<file path="config.mk">
export PLATFORM = sky130hd
export DESIGN_NAME = mem_stage_ls_flat
export DESIGN_NICKNAME = d
export VERILOG_FILES = /design/src/rtl/mem_stage_ls_pkg.sv /design/src/rtl/mem_stage_ls_if.sv /design/src/rtl/mem_stage_ls_align.sv /design/src/rtl/mem_stage_ls.sv /design/src/flat_wrapper.sv
export SDC_FILE = /design/constraint.sdc
export NUM_CORES = 1
export LEC_CHECK = 0
export ABC_AREA = 1
export CELL_PAD_IN_SITES_DETAIL_PLACEMENT = 1
export CELL_PAD_IN_SITES_GLOBAL_PLACEMENT = 2
export CORE_MARGIN = 2
export CORE_UTILIZATION = 21
export CTS_CLUSTER_DIAMETER = 50
export CTS_CLUSTER_SIZE = 12
export DETAILED_ROUTE_END_ITERATION = 7
export PLACE_DENSITY_LB_ADDON = 0.1
export SLEW_MARGIN = 0
export SYNTH_ARGS = -nofsm -noshare
export SYNTH_HDL_FRONTEND = slang
export SYNTH_SLANG_ARGS = --single-unit
</file>
<file path="constraint.sdc">
create_clock -name clk -period 1.47 [get_ports clk]
set_input_delay 0.3675 -clock clk [delete_from_list [all_inputs] [get_ports clk]]
set_output_delay 0.3675 -clock clk [all_outputs]
set_load 0.01 [all_outputs]
</file>
<file path="src/rtl/mem_stage_ls_pkg.sv">
// Shared types for the EX/MEM load/store stage: access sizes, FSM states, redirect codes.
// No logic here; imported by the stage top and the lane-alignment helper.
package mem_stage_ls_pkg;

    typedef enum logic [1:0] {
        SIZE_BYTE   = 2'b00,
        SIZE_HALF   = 2'b01,
        SIZE_WORD   = 2'b10,
        SIZE_WORD_X = 2'b11
    } mem_size_t;

    typedef enum logic [1:0] {
        IDLE = 2'b00,
        REQ  = 2'b01,
        WAIT = 2'b10
    } ls_state_t;

    localparam logic [1:0] J_NONE      = 2'b00;
    localparam logic [1:0] J_REG       = 2'b11;
    localparam logic [1:0] PC_SEQ      = 2'b00;
    localparam logic [1:0] PC_REDIRECT = 2'b01;

endpackage

</file>
<file path="src/rtl/mem_stage_ls_if.sv">
// Data-memory port: valid/ready request channel plus a valid-only response channel.
// The stage holds every request field stable from valid until ready.
interface mem_stage_ls_if #(
    parameter int DATA_W = 32,
    parameter int ADDR_W = 32
);
    localparam int BE_W = DATA_W / 8;

    logic              req_valid;
    logic              req_ready;
    logic              we;
    logic [ADDR_W-1:0] addr;
    logic [BE_W-1:0]   be;
    logic [DATA_W-1:0] wdata;
    logic              rsp_valid;
    logic [DATA_W-1:0] rsp_data;

    modport master (
        output req_valid, we, addr, be, wdata,
        input  req_ready, rsp_valid, rsp_data
    );

    modport slave (
        input  req_valid, we, addr, be, wdata,
        output req_ready, rsp_valid, rsp_data
    );

endinterface

</file>
<file path="src/rtl/mem_stage_ls_align.sv">
// Byte-lane steering: store byte enables/replicated data, misalign check, load extraction/extension.
// Purely combinational, zero latency, no backpressure.
module mem_stage_ls_align
    import mem_stage_ls_pkg::*;
#(
    parameter  int DATA_W = 32,
    localparam int BE_W   = DATA_W / 8,
    localparam int LANE_W = $clog2(BE_W)
) (
    input  mem_size_t         st_size,
    input  logic [LANE_W-1:0] st_lane,
    input  logic [DATA_W-1:0] st_data,
    output logic [BE_W-1:0]   st_be,
    output logic [DATA_W-1:0] st_wdata,
    output logic              st_misalign,
    input  mem_size_t         ld_size,
    input  logic              ld_unsigned,
    input  logic [LANE_W-1:0] ld_lane,
    input  logic [DATA_W-1:0] ld_raw,
    output logic [DATA_W-1:0] ld_data
);

    logic [LANE_W-1:0] lane_h;
    logic [LANE_W-1:0] lane_w;
    logic [DATA_W-1:0] shifted;

    assign lane_h  = st_lane & ~LANE_W'(1);
    assign lane_w  = st_lane & ~LANE_W'(3);
    assign shifted = ld_raw >> {ld_lane, 3'b000};

    // A word is always 4 bytes; on wider buses it occupies a 4-byte-aligned slot.
    always_comb begin
        st_be       = '0;
        st_wdata    = '0;
        st_misalign = 1'b0;
        case (st_size)
            SIZE_BYTE: begin
                st_be    = BE_W'(1) << st_lane;
                st_wdata = {BE_W{st_data[7:0]}};
            end
            SIZE_HALF: begin
                st_be       = BE_W'(3) << lane_h;
                st_wdata    = {(BE_W / 2){st_data[15:0]}};
                st_misalign = st_lane[0];
            end
            default: begin
                st_be       = BE_W'(15) << lane_w;
                st_wdata    = {(BE_W / 4){st_data[31:0]}};
                st_misalign = (st_lane[1:0] != 2'b00);
            end
        endcase
    end

    always_comb begin
        ld_data = '0;
        case (ld_size)
            SIZE_BYTE: ld_data = ld_unsigned ? DATA_W'(shifted[7:0])
                                             : DATA_W'($signed(shifted[7:0]));
            SIZE_HALF: ld_data = ld_unsigned ? DATA_W'(shifted[15:0])
                                             : DATA_W'($signed(shifted[15:0]));
            default:   ld_data = ld_unsigned ? DATA_W'(shifted[31:0])
                                             : DATA_W'($signed(shifted[31:0]));
        endcase
    end

endmodule

</file>
<file path="src/rtl/mem_stage_ls.sv">
// EX/MEM stage: branch/jump redirect, M register, sized loads/stores over a valid/ready memory port.
// Store stalls >=1 cycle, load >=2; req_ready and rsp_valid delays extend the stall one-for-one.
module mem_stage_ls
    import mem_stage_ls_pkg::*;
#(
    parameter int DATA_W = 32,
    parameter int ADDR_W = 32,
    parameter int REG_AW = 5
) (
    input  logic              clk,
    input  logic              rst,
    input  logic              reg_write_e,
    input  logic              mem_to_reg_e,
    input  logic              mem_write_e,
    input  logic [1:0]        mem_size_e,
    input  logic              mem_unsigned_e,
    input  logic              branch_e,
    input  logic              zero_e,
    input  logic [1:0]        j_inst_e,
    input  logic [DATA_W-1:0] alu_out_e,
    input  logic [DATA_W-1:0] write_data_e,
    input  logic [REG_AW-1:0] write_reg_e,
    input  logic [ADDR_W-1:0] pc_branch_e,
    input  logic [ADDR_W-1:0] jump_addr_e,
    input  logic              flush_m,
    mem_stage_ls_if.master    dmem,
    output logic              stall,
    output logic [1:0]        if_pc_src,
    output logic [ADDR_W-1:0] if_pc_branch_in,
    output logic [DATA_W-1:0] read_data_m,
    output logic [DATA_W-1:0] alu_out_m,
    output logic [REG_AW-1:0] write_reg_m,
    output logic              reg_write_m,
    output logic              mem_to_reg_m,
    output logic              misalign_m
);

    localparam int BE_W   = DATA_W / 8;
    localparam int LANE_W = $clog2(BE_W);

    mem_size_t         size_e;
    mem_size_t         size_m;
    logic              uns_m;
    logic              mem_write_m;
    logic [LANE_W-1:0] lane_m;
    logic [BE_W-1:0]   be_e;
    logic [BE_W-1:0]   be_m;
    logic [DATA_W-1:0] wdata_e;
    logic [DATA_W-1:0] wdata_m;
    logic [ADDR_W-1:0] addr_e;
    logic [ADDR_W-1:0] addr_m;
    logic [DATA_W-1:0] ld_ext;
    logic              mis_raw;
    logic              mem_e;
    logic              mis_e;
    logic              start;
    ls_state_t         state;
    logic              stall_q;
    logic              req_valid_q;

    assign size_e = mem_size_t'(mem_size_e);
    assign addr_e = ADDR_W'(alu_out_e) & ~ADDR_W'(BE_W - 1);
    assign mem_e  = mem_to_reg_e | mem_write_e;
    assign mis_e  = mem_e & mis_raw;
    assign start  = !stall_q && !flush_m && mem_e && !mis_e;

    mem_stage_ls_align #(.DATA_W(DATA_W)) u_align (
        .st_size     (size_e),
        .st_lane     (alu_out_e[LANE_W-1:0]),
        .st_data     (write_data_e),
        .st_be       (be_e),
        .st_wdata    (wdata_e),
        .st_misalign (mis_raw),
        .ld_size     (size_m),
        .ld_unsigned (uns_m),
        .ld_lane     (lane_m),
        .ld_raw      (dmem.rsp_data),
        .ld_data     (ld_ext)
    );

    // Redirect is suppressed while stalled: EX is frozen and will present again.
    always_comb begin
        if_pc_src       = PC_SEQ;
        if_pc_branch_in = '0;
        if (!stall_q) begin
            if (zero_e && branch_e) begin
                if_pc_src       = PC_REDIRECT;
                if_pc_branch_in = pc_branch_e;
            end else if (j_inst_e == J_REG) begin
                if_pc_src       = PC_REDIRECT;
                if_pc_branch_in = ADDR_W'(alu_out_e);
            end else if (j_inst_e != J_NONE) begin
                if_pc_src       = PC_REDIRECT;
                if_pc_branch_in = jump_addr_e;
            end
        end
    end

    // M register; request fields are captured here so they stay stable through REQ.
    always_ff @(posedge clk or negedge rst) begin
        if (!rst) begin
            reg_write_m  <= 1'b0;
            mem_to_reg_m <= 1'b0;
            mem_write_m  <= 1'b0;
            misalign_m   <= 1'b0;
            write_reg_m  <= '0;
            alu_out_m    <= '0;
            size_m       <= SIZE_BYTE;
            uns_m        <= 1'b0;
            lane_m       <= '0;
            addr_m       <= '0;
            be_m         <= '0;
            wdata_m      <= '0;
        end else if (!stall_q) begin
            if (flush_m) begin
                reg_write_m  <= 1'b0;
                mem_to_reg_m <= 1'b0;
                mem_write_m  <= 1'b0;
                misalign_m   <= 1'b0;
                write_reg_m  <= '0;
                alu_out_m    <= '0;
                size_m       <= SIZE_BYTE;
                uns_m        <= 1'b0;
                lane_m       <= '0;
                addr_m       <= '0;
                be_m         <= '0;
                wdata_m      <= '0;
            end else begin
                reg_write_m  <= reg_write_e & ~mis_e;
                mem_to_reg_m <= mem_to_reg_e;
                mem_write_m  <= mem_write_e;
                misalign_m   <= mis_e;
                write_reg_m  <= write_reg_e;
                alu_out_m    <= alu_out_e;
                size_m       <= size_e;
                uns_m        <= mem_unsigned_e;
                lane_m       <= alu_out_e[LANE_W-1:0];
                addr_m       <= addr_e;
                be_m         <= be_e;
                wdata_m      <= wdata_e;
            end
        end
    end

    // stall_q and req_valid_q are registered alongside state so they always match it.
    always_ff @(posedge clk or negedge rst) begin
        if (!rst) begin
            state       <= IDLE;
            stall_q     <= 1'b0;
            req_valid_q <= 1'b0;
            read_data_m <= '0;
        end else begin
            case (state)
                IDLE: begin
                    if (start) begin
                        state       <= REQ;
                        stall_q     <= 1'b1;
                        req_valid_q <= 1'b1;
                    end
                end
                REQ: begin
                    if (dmem.req_ready) begin
                        req_valid_q <= 1'b0;
                        if (mem_write_m) begin
                            state   <= IDLE;
                            stall_q <= 1'b0;
                        end else begin
                            state <= WAIT;
                        end
                    end
                end
                WAIT: begin
                    if (dmem.rsp_valid) begin
                        read_data_m <= ld_ext;
                        state       <= IDLE;
                        stall_q     <= 1'b0;
                    end
                end
                default: begin
                    state       <= IDLE;
                    stall_q     <= 1'b0;
                    req_valid_q <= 1'b0;
                end
            endcase
        end
    end

    assign stall          = stall_q;
    assign dmem.req_valid = req_valid_q;
    assign dmem.we        = mem_write_m;
    assign dmem.addr      = addr_m;
    assign dmem.be        = be_m;
    assign dmem.wdata     = wdata_m;

endmodule

</file>
<file path="src/flat_wrapper.sv">
// flat-port wrapper written by rule: the top's interface ports become plain ports
module mem_stage_ls_flat import mem_stage_ls_pkg::*;
#(
    parameter int DATA_W = 32,
    parameter int ADDR_W = 32,
    parameter int REG_AW = 5
)
  (clk, rst, reg_write_e, mem_to_reg_e, mem_write_e, mem_size_e, mem_unsigned_e, branch_e, zero_e, j_inst_e, alu_out_e, write_data_e, write_reg_e, pc_branch_e, jump_addr_e, flush_m, stall, if_pc_src, if_pc_branch_in, read_data_m, alu_out_m, write_reg_m, reg_write_m, mem_to_reg_m, misalign_m, dmem_req_valid, dmem_we, dmem_addr, dmem_be, dmem_wdata, dmem_req_ready, dmem_rsp_valid, dmem_rsp_data);
  mem_stage_ls_if #(.DATA_W(DATA_W), .ADDR_W(ADDR_W)) dmem_i ();
  input  logic clk;
  input  logic rst;
  input  logic reg_write_e;
  input  logic mem_to_reg_e;
  input  logic mem_write_e;
  input  logic [1:0] mem_size_e;
  input  logic mem_unsigned_e;
  input  logic branch_e;
  input  logic zero_e;
  input  logic [1:0] j_inst_e;
  input  logic [DATA_W-1:0] alu_out_e;
  input  logic [DATA_W-1:0] write_data_e;
  input  logic [REG_AW-1:0] write_reg_e;
  input  logic [ADDR_W-1:0] pc_branch_e;
  input  logic [ADDR_W-1:0] jump_addr_e;
  input  logic flush_m;
  output logic stall;
  output logic [1:0] if_pc_src;
  output logic [ADDR_W-1:0] if_pc_branch_in;
  output logic [DATA_W-1:0] read_data_m;
  output logic [DATA_W-1:0] alu_out_m;
  output logic [REG_AW-1:0] write_reg_m;
  output logic reg_write_m;
  output logic mem_to_reg_m;
  output logic misalign_m;
  output wire logic [$bits(dmem_i.req_valid)-1:0] dmem_req_valid;
  output wire logic [$bits(dmem_i.we)-1:0] dmem_we;
  output wire logic [$bits(dmem_i.addr)-1:0] dmem_addr;
  output wire logic [$bits(dmem_i.be)-1:0] dmem_be;
  output wire logic [$bits(dmem_i.wdata)-1:0] dmem_wdata;
  input wire logic [$bits(dmem_i.req_ready)-1:0] dmem_req_ready;
  input wire logic [$bits(dmem_i.rsp_valid)-1:0] dmem_rsp_valid;
  input wire logic [$bits(dmem_i.rsp_data)-1:0] dmem_rsp_data;
  assign dmem_req_valid = dmem_i.req_valid;
  assign dmem_we = dmem_i.we;
  assign dmem_addr = dmem_i.addr;
  assign dmem_be = dmem_i.be;
  assign dmem_wdata = dmem_i.wdata;
  assign dmem_i.req_ready = dmem_req_ready;
  assign dmem_i.rsp_valid = dmem_rsp_valid;
  assign dmem_i.rsp_data = dmem_rsp_data;
  mem_stage_ls #(.DATA_W(DATA_W), .ADDR_W(ADDR_W), .REG_AW(REG_AW)) u_core (.clk(clk), .rst(rst), .reg_write_e(reg_write_e), .mem_to_reg_e(mem_to_reg_e), .mem_write_e(mem_write_e), .mem_size_e(mem_size_e), .mem_unsigned_e(mem_unsigned_e), .branch_e(branch_e), .zero_e(zero_e), .j_inst_e(j_inst_e), .alu_out_e(alu_out_e), .write_data_e(write_data_e), .write_reg_e(write_reg_e), .pc_branch_e(pc_branch_e), .jump_addr_e(jump_addr_e), .flush_m(flush_m), .dmem(dmem_i), .stall(stall), .if_pc_src(if_pc_src), .if_pc_branch_in(if_pc_branch_in), .read_data_m(read_data_m), .alu_out_m(alu_out_m), .write_reg_m(write_reg_m), .reg_write_m(reg_write_m), .mem_to_reg_m(mem_to_reg_m), .misalign_m(misalign_m));
endmodule
</file>
==> run metrics <==
WP data arrival 1.58 ns; mapped cell area 6480 um2; Top delay family on crit path buffers and inverters; violated checks negative setup slack; crit path cell chain clkinv_4 -> buf_12 -> o21ai_1 -> a31oi_1 -> buf_2; Max Buffers Root-to-Sink 2; synth-to-layout area growth 81.6%; quantity of I/O buffers inserted on ports 353; R2R Path End u_core.stall$_DFFE_PN0P_; clk root buf clkbuf_16; post-DR vias/cell 4.45; crit share post-route 1.33; global route total overflow 0; final cell area excluding filler cells 11,800 um2; Die Height 180 um; P per Cell Area 1650 nW/um2; Gate Count Post-Synth 809; worst hold path class input pin to asynchronous set/reset pin; count leader, synth nand2_1; Synth top area share 0.448; routed wire length 31,800 um; Max Cap Violations 0; WP buf/inv 3; average size of a mapped cell 8.01 um2; vias in the first global route 7,833; first-pass iteration count of the detailed router 4; static leakage 5.66 nW; top achievable clock speed 513 MHz; flop2flop setup slack 0.01 ns; GRT Overall Usage 0.197; Hold Fails Final Rpt 0; clock sink count 116; CTS Buf Count 17; Worst R2R Start u_core.stall$_DFFE_PN0P_; register area share after synthesis 0.448; DRC errors left 0; placed inst area 10,900 um2; # setup viols final 34; max-slew violations 0; worst reg2reg path depth 10; CP peak stage delay 0.42 ns; RSZ-0062 raised after global routing yes; number of flops mapped to enable cells by yosys 0; final hold slack 0.466 ns; final worst path period need 1.95 ns; fraction of layout cells with a size suffix above 1 0.315; Initial Util 0.212; result of the run complete, but fails checks; Ys Warns 0; unique cell type count in the Yosys netlist 32; Post-synth ARST share 1.00; critical path capture point type primary output; final worst clock skew 0.00961 ns; crit start category register; width of the die 180 um; Final WS setup -0.479 ns; Critical Path Stages 5; core area 30,500 um2; CTS tree built; std cell rows 64; crit-path max FO 8; VDD IR max 0.000821 V; Yosys reg bits 116; Slowest cell on crit path dfrtp_2; first-pass GRT wire length 48,500 um; DR vias 7,329; NumNets Final 1,416; DIE AREA 32,300 um2; Finished Core Util 0.386; HPWL Detailed 23,500 um; WP data required 1.10 ns; FILL cells 3,612; H-Tree Level Count 4; ANT nets after route 0; Synth area leaders dfrtp_1 (45%), nand2_1 (15%), a22o_1 (4.9%), o21ai_0 (4.7%), buf_4 (4.4%); largest net degree at the start of global routing 62; clock transition at the registers of the reported paths 0.06 ns; initial drt markers 235; initial antenna violation count 6; synth cell count leaders nand2_1 (252), dfrtp_1 (116), o21ai_0 (61); wire per inst 19.3 um; Top FF cell, synth dfrtp_1; Final Wtd Congestion 0.832; largest area contributor in the netlist dfrtp_1; Skew-Pair Late Insertion Delay 0.43 ns; IO Count 357; Setup CP Type register to primary output
power by group:
| part | switching, W | leakage (nW) | internal, W |
|---|---|---|---|
| clock network | 0.00169 | 0.301 | 0.00291 |
| registers | 0.000787 | 1.47 | 0.00438 |
| logic | 0.00498 | 3.89 | 0.00468 |
final cells by class:
class	count	area, um2	share of cell area
flip-flops and latches	116	2910	0.247
multi-input cells	555	3050	0.259
diodes	1	2.50	0.000213
inverters	52	214	0.0182
repair buffers	494	4450	0.379
clock buffers	19	443	0.0377
well taps	396	495	0.0421
clock inverters	13	195	0.0166
cells in the final DEF, fill, tap and decap left out, types with 14 or more instances in the layout:
| master | n |
|---|---|
| buf_4 | 90 |
| clkdlybuf4s50_1 | 174 |
| nand2_1 | 247 |
| a22o_1 | 36 |
| or2_1 | 23 |
| o21ai_0 | 26 |
| buf_2 | 77 |
| nand3_2 | 14 |
| buf_12 | 19 |
| o211ai_1 | 23 |
| nand3_1 | 34 |
| clkbuf_16 | 18 |
| o21ai_1 | 18 |
| o21ai_2 | 22 |
| dfrtp_1 | 112 |
| inv_1 | 41 |
| clkbuf_2 | 39 |
| buf_6 | 40 |
| clkdlybuf4s15_1 | 39 |
| a31oi_1 | 38 |
worst max-delay path by stage:
stage | to | startpoint
final | if_pc_branch_in[19] | u_core.stall$_DFFE_PN0P_
after CTS | if_pc_branch_in[7] | u_core.stall$_DFFE_PN0P_
after floorplan | if_pc_branch_in[1] | u_core.stall$_DFFE_PN0P_
after detailed placement | if_pc_branch_in[18] | j_inst_e[0]
after global placement | if_pc_branch_in[18] | j_inst_e[0]
after global routing | if_pc_branch_in[15] | u_core.stall$_DFFE_PN0P_
registers in the layout (all words and copies together), names as in the netlist:
signal / count
u_core.reg_write_m: 1
u_core.dmem.addr: 1
u_core.uns_m: 1
u_core.stall: 1
u_core.size_m: 2
u_core.mem_to_reg_m: 1
u_core.write_reg_m: 5
u_core.dmem.we: 1
u_core.misalign_m: 1
u_core.read_data_m: 32
u_core.alu_out_m: 31
u_core.dmem.wdata: 32
u_core.dmem.be: 4
u_core.dmem.req_valid: 1
u_core.state: 2
worst register-to-register path: cells and delay by family, from the launching register on:
family / cells / cell delay [ns]
and+or+nand+nor: 7 / 0.57
buffers and inverters: 3 / 0.36
DFF: 1 / 0.42
what timing repair did:
item                       CTS  global route
hold endpoints to repair    81             0
setup endpoints to repair  175           161
gates cloned                 6             1
buffers inserted            35             8
resized for setup          591           151
hold buffers                 1             0
pin swaps                    4             4
logic make-up after synthesis:
| group | synth area share |
|---|---|
| other | 0.000579 |
| AOI/OAI and AO/OA | 0.183 |
| and+or+nand+nor | 0.249 |
| DFF | 0.448 |
| buffers and inverters | 0.119 |
layer usage:
metal | part of all wire | GRT usage | vias to the layer above
li1 | - | - | 3539
met1 | 0.41 | 0.237 | 3522
met2 | 0.49 | 0.333 | 212
met3 | 0.068 | 0.0665 | 48
met4 | 0.023 | 0.0589 | 8
met5 | 0.0017 | 0 | -
per-stage QoR:
step / total power, W / TNS [ns] / std cells / worst slack (ns)
global route: 0.0207 / -16.43 / 1646 / -0.527
CTS: 0.0197 / -15.89 / 1642 / -0.583
finish: 0.0194 / -13.63 / 1646 / -0.479
global placement: 0.0148 / -53.20 / 1568 / -1.11
floorplan: 0.00951 / -0.0330 / 811 / -0.0168
detailed placement: 0.0148 / -55.31 / 1568 / -1.10
Note: power is estimated with default switching activity, not from simulation.
